**config.mk**
```make
export PLATFORM = sky130hd
export DESIGN_NAME = rom_arbiter
export DESIGN_NICKNAME = d
export VERILOG_FILES = /design/src/rtl/rom_arbiter.sv
export SDC_FILE = /design/constraint.sdc
export NUM_CORES = 1
export LEC_CHECK = 0
export CORE_AREA = 2 2 110 112
export DETAILED_ROUTE_END_ITERATION = 8
export DIE_AREA = 0 0 112 114
export PLACE_DENSITY = 0.95
export SLEW_MARGIN = 10
export SYNTH_ARGS = -nofsm -noshare
export SYNTH_HDL_FRONTEND = slang
export SYNTH_SLANG_ARGS = --single-unit
```
**constraint.sdc**
```tcl
create_clock -name clk -period 4.83 [get_ports clk]
set_input_delay 0.966 -clock clk [delete_from_list [all_inputs] [get_ports clk]]
set_output_delay 0.966 -clock clk [all_outputs]
set_load 0.1 [all_outputs]
```
**src/rtl/rom_arbiter.sv**
```systemverilog
// Two-port arbiter for a shared synchronous-read ROM: IF and LD each get one
// outstanding read, and results are held until the owning port accepts them.
module rom_arbiter #(
  parameter int unsigned ADDR_W = 32,
  parameter int unsigned DATA_W = 32,
  parameter int unsigned IDX_W  = 8,
  parameter bit          RR_EN  = 1'b1
) (
  input  logic              clk,
  input  logic              rst_n,
  input  logic              if_req_valid,
  input  logic [ADDR_W-1:0] if_req_addr,
  output logic              if_req_ready,
  output logic              if_rsp_valid,
  output logic [DATA_W-1:0] if_rsp_data,
  output logic              if_rsp_err,
  input  logic              if_rsp_ready,
  input  logic              ld_req_valid,
  input  logic [ADDR_W-1:0] ld_req_addr,
  output logic              ld_req_ready,
  output logic              ld_rsp_valid,
  output logic [DATA_W-1:0] ld_rsp_data,
  output logic              ld_rsp_err,
  input  logic              ld_rsp_ready,
  output logic [ADDR_W-1:0] rom_address,
  input  logic [DATA_W-1:0] rom_data
);

  localparam logic [1:0] S_IDLE = 2'd0;
  localparam logic [1:0] S_WAIT = 2'd1;
  localparam logic [1:0] S_HOLD = 2'd2;

  // Index 0 = IF, index 1 = LD
  logic [1:0]        r_st      [2];
  logic [DATA_W-1:0] r_hold    [2];
  logic              r_err     [2];
  logic              r_last_ld;
  logic [ADDR_W-1:0] r_last_addr;

  logic              w_req_valid [2];
  logic [ADDR_W-1:0] w_req_addr  [2];
  logic              w_rsp_ready [2];
  logic              w_elig      [2];
  logic              w_grant     [2];
  logic              w_addr_err  [2];

  assign w_req_valid[0] = if_req_valid;
  assign w_req_valid[1] = ld_req_valid;
  assign w_req_addr[0]  = if_req_addr;
  assign w_req_addr[1]  = ld_req_addr;
  assign w_rsp_ready[0] = if_rsp_ready;
  assign w_rsp_ready[1] = ld_rsp_ready;

  always_comb begin
    for (int unsigned p = 0; p < 2; p++) begin
      w_elig[p]     = (r_st[p] == S_IDLE) && w_req_valid[p];
      w_addr_err[p] = (w_req_addr[p][1:0] != 2'b00) ||
                      ((w_req_addr[p] >> (IDX_W + 2)) != '0);
    end
  end

  // On a tie, LD wins unless round-robin says IF is owed the slot
  always_comb begin
    w_grant[0] = 1'b0;
    w_grant[1] = 1'b0;
    if (w_elig[0] && w_elig[1]) begin
      w_grant[1] = !RR_EN || !r_last_ld;
      w_grant[0] = !w_grant[1];
    end else begin
      w_grant[0] = w_elig[0];
      w_grant[1] = w_elig[1];
    end
  end

  always_comb begin
    rom_address = r_last_addr;
    if (w_grant[1])      rom_address = ld_req_addr;
    else if (w_grant[0]) rom_address = if_req_addr;
  end

  always_ff @(posedge clk or negedge rst_n) begin
    if (!rst_n) begin
      for (int unsigned p = 0; p < 2; p++) begin
        r_st[p]   <= S_IDLE;
        r_hold[p] <= '0;
        r_err[p]  <= 1'b0;
      end
      r_last_ld   <= 1'b0;
      r_last_addr <= '0;
    end else begin
      if (w_grant[0] || w_grant[1]) begin
        r_last_ld   <= w_grant[1];
        r_last_addr <= rom_address;
      end
      for (int unsigned p = 0; p < 2; p++) begin
        case (r_st[p])
          S_IDLE: if (w_grant[p]) begin
            r_st[p]  <= S_WAIT;
            r_err[p] <= w_addr_err[p];
          end
          // rom_data is only ours for this one cycle; latch it if the port stalls
          S_WAIT: if (w_rsp_ready[p]) r_st[p] <= S_IDLE;
                  else begin
                    r_st[p]   <= S_HOLD;
                    r_hold[p] <= rom_data;
                  end
          S_HOLD: if (w_rsp_ready[p]) r_st[p] <= S_IDLE;
          default: r_st[p] <= S_IDLE;
        endcase
      end
    end
  end

  assign if_req_ready = w_grant[0];
  assign ld_req_ready = w_grant[1];
  assign if_rsp_valid = (r_st[0] != S_IDLE);
  assign ld_rsp_valid = (r_st[1] != S_IDLE);
  assign if_rsp_data  = (r_st[0] == S_WAIT) ? rom_data : r_hold[0];
  assign ld_rsp_data  = (r_st[1] == S_WAIT) ? rom_data : r_hold[1];
  assign if_rsp_err   = r_err[0] && if_rsp_valid;
  assign ld_rsp_err   = r_err[1] && ld_rsp_valid;

endmodule

```
==> run summary <==
WORST SETUP PATH
--------------------------------------------------------------------------------
Crit path DAT .....................................................      3290 ps
Endpoint type of the worst setup path .............................   output pin
Data required time of the worst path ..............................      3860 ps
Crit-path max FO ..................................................           66
Critical path start-end classification ............................ input pin to output pin
Worst reg2reg setup slack .........................................      2190 ps
Worst setup SP type ...............................................    input pin
Worst Reg-to-Reg Cells ............................................            3

GLOBAL ROUTE
--------------------------------------------------------------------------------
Global-route wire length before repair ............................     23900 µm
Combined global-route utilization of all metal layers .............        0.233
Largest net degree at the start of global routing .................           67
Via count of the first global-routing pass ........................         4851
Number of antenna violations at the first check in global routing .            0
Grt ovf ...........................................................            0

CTS
--------------------------------------------------------------------------------
CTS resizes .......................................................            0
Number of sinks driven by the clock tree ..........................          103
Clock Path Buffers ................................................            2
Clk pin slew, worst setup/hold paths ..............................        70 ps
Clock root buffer .................................................    clkbuf_16
Setup Fix Bufs, Post-CTS ..........................................            0
Latest clock arrival within the worst-skew pair ...................       340 ps
TritonCTS clock tree ..............................................         done
Count of hold-fix buffers inserted at cts .........................            0
Number of buffers added by the clock tree synthesis step ..........            9
H-Tree Level Count ................................................            3

DETAILED ROUTING
--------------------------------------------------------------------------------
Number of detailed-route iterations in the first pass .............            4
Count of nets left with antenna violations after detail routing ...            0
Total length of routed wires ......................................     15000 µm
Total via count after detailed routing ............................         4559
Initial DRC Count .................................................          316
Vias per std cell .................................................         5.66
Number of design rule violations left after detail routing ........            0
Detailed-route wire length per cell ...............................      18.5 µm

YOSYS
--------------------------------------------------------------------------------
Number of nets produced by synthesis ..............................          577
Post-synthesis sequential element count ...........................          103
Cell Area, Synth ..................................................  0.00548 mm²
Synth Warn # ......................................................            0
Main flop type after synthesis ....................................      dfrtp_1
Synth Area per Inst ...............................................     11.5 µm²
Ys async rst share ................................................         1.00
Number of cells produced by synthesis .............................          475
Seq/Total Area, Yosys .............................................        0.470
Number of distinct library cells after synthesis ..................           29
Number of enable flip-flop cells after synthesis ..................            0

FINISH
--------------------------------------------------------------------------------
Finished Layout Cells .............................................          806
Number of nets in the layout ......................................          756
Fraction of layout instances using a drive strength above 1 .......        0.376
Finished layout cell area .........................................  0.00800 mm²
Share of the core filled with cells in the final layout ...........        0.683
Number of fill cells in the layout ................................          825
Synthesis-to-layout area growth ...................................        45.9%
Commonest non-fill, non-tap cells in the layout ................... clkdlybuf4s50_1, dfrtp_1, nand2_1, mux2_2, buf_4
Commonest non-fill, non-tap cell in the layout .................... clkdlybuf4s50_1
Antenna fix cells .................................................            0

TIMING
--------------------------------------------------------------------------------
Slew Limit Fails ..................................................            0
Final critical delay including setup and external delays ..........      4250 ps
RSZ-0062 raised after global routing ..............................           no
Sum of negative setup slack .......................................         0 ps
Post-route fraction of the period consumed by the critical path ...        0.880
# setup viols final ...............................................            0
Maximum frequency from static timing analysis .....................      235 MHz
Max_slew headroom .................................................        0.311
Worst-margin pin slew .............................................      1030 ps
Clock Skew ........................................................      10.2 ps
Final hold violation count ........................................            0

DIE
--------------------------------------------------------------------------------
Placement row count ...............................................           40
Die Outline Area ..................................................   0.0128 mm²
Initial Utilization ...............................................        0.468
Placeable Area ....................................................   0.0117 mm²
Die X-Extent ......................................................       112 µm
Die Height ........................................................       114 µm
Count of boundary I/O pins ........................................          204

STATUS
--------------------------------------------------------------------------------
Run status ........................................................    completed

PLACE
--------------------------------------------------------------------------------
GPL Wtd Cong ......................................................        0.865
Buffers added on ports ............................................          203
Post-detailed-placement cell area .................................  0.00771 mm²
Total placed cells including tap cells ............................          790
Hpwl dp ...........................................................     10600 µm

FLOW RUN
--------------------------------------------------------------------------------
Max-capacitance violation count ...................................            0

WORST HOLD PATH
--------------------------------------------------------------------------------
Hold WC Path Type ................................................. register to register
Hold-critical path depth ..........................................            1

## sequential cells by signal, indices dropped and copies added, names as in the netlist
name and count:
r_hold 64, r_last_ld 1, r_st 4, r_err 2
r_last_addr 32
## logic make-up (layout without fill, tap and decap cells)
group | Yosys count | count (layout) | synth area share
muxes | 96 | 96 | 0.197
and+or+nand+nor | 161 | 161 | 0.150
DFF | 103 | 103 | 0.470
AOI/OAI and AO/OA | 69 | 69 | 0.137
buffers and inverters | 46 | 230 | 0.0445
## final cells by class
cell class	count	area [µm²]	share of cell area
Multi-Input combinational cell	326	2680	0.335
Sequential cell	103	2580	0.322
Timing Repair Buffer	208	2250	0.281
Clock buffer	12	256	0.0321
Tap cell	147	184	0.0230
Clock inverter	4	28.8	0.00360
Inverter	6	22.5	0.00282
## metal layers
metal | global-route usage | wire (µm)
met3 | 0.0489 | 884
met5 | 0 | 0
met1 | 0.286 | 6200
met4 | 0.0789 | 264
met2 | 0.409 | 7600
## through the flow
stage	hold WS, ps	worst slack (ps)
after floorplan	474	1280
after global placement	483	861
after detailed placement	491	630
after CTS	508	636
after global routing	520	426
final	506	578
## worst max-delay path, stage by stage
cell             delay, ps
clkdlybuf4s50_1        470
nor4bb_1               540
or2_4                  700
o221a_1                370
buf_12                 190
## cell usage after synthesis, types with 2 or more instances
| master | count | area share |
|---|---|---|
| a21oi_1 | 3 | 0.0027 |
| buf_1 | 2 | 0.0014 |
| buf_2 | 9 | 0.0082 |
| buf_4 | 2 | 0.0027 |
| buf_6 | 7 | 0.014 |
| clkbuf_1 | 20 | 0.014 |
| dfrtp_1 | 103 | 0.47 |
| inv_1 | 5 | 0.0034 |
| mux2_2 | 96 | 0.20 |
| nand2_1 | 96 | 0.066 |
| nand2b_1 | 4 | 0.0046 |
| nand3b_1 | 32 | 0.044 |
| nor2_1 | 3 | 0.0021 |
| nor2b_1 | 2 | 0.0023 |
| nor4_1 | 9 | 0.010 |
| o221a_1 | 39 | 0.080 |
| o221a_2 | 25 | 0.051 |
| or2_4 | 2 | 0.0032 |
| or3b_1 | 2 | 0.0032 |
| or4_1 | 5 | 0.0069 |
## path summary, 6_finish.rpt
check                                          to                   start
hold reg to reg            r_hold[42]$_DFFE_PN0P_  r_hold[42]$_DFFE_PN0P_
setup reg to reg           r_hold[35]$_DFFE_PN0P_     r_st[3]$_DFFE_PN0P_
min in group asynchronous  r_hold[61]$_DFFE_PN0P_                   rst_n
hold / removal             r_hold[42]$_DFFE_PN0P_  r_hold[42]$_DFFE_PN0P_
setup / recovery                   rom_address[7]            if_req_valid
max in group asynchronous  r_hold[32]$_DFFE_PN0P_                   rst_n
Power of run 1 is not shown: default switching activity piles up to over one toggle a cycle in this logic, so the estimate is an artifact.
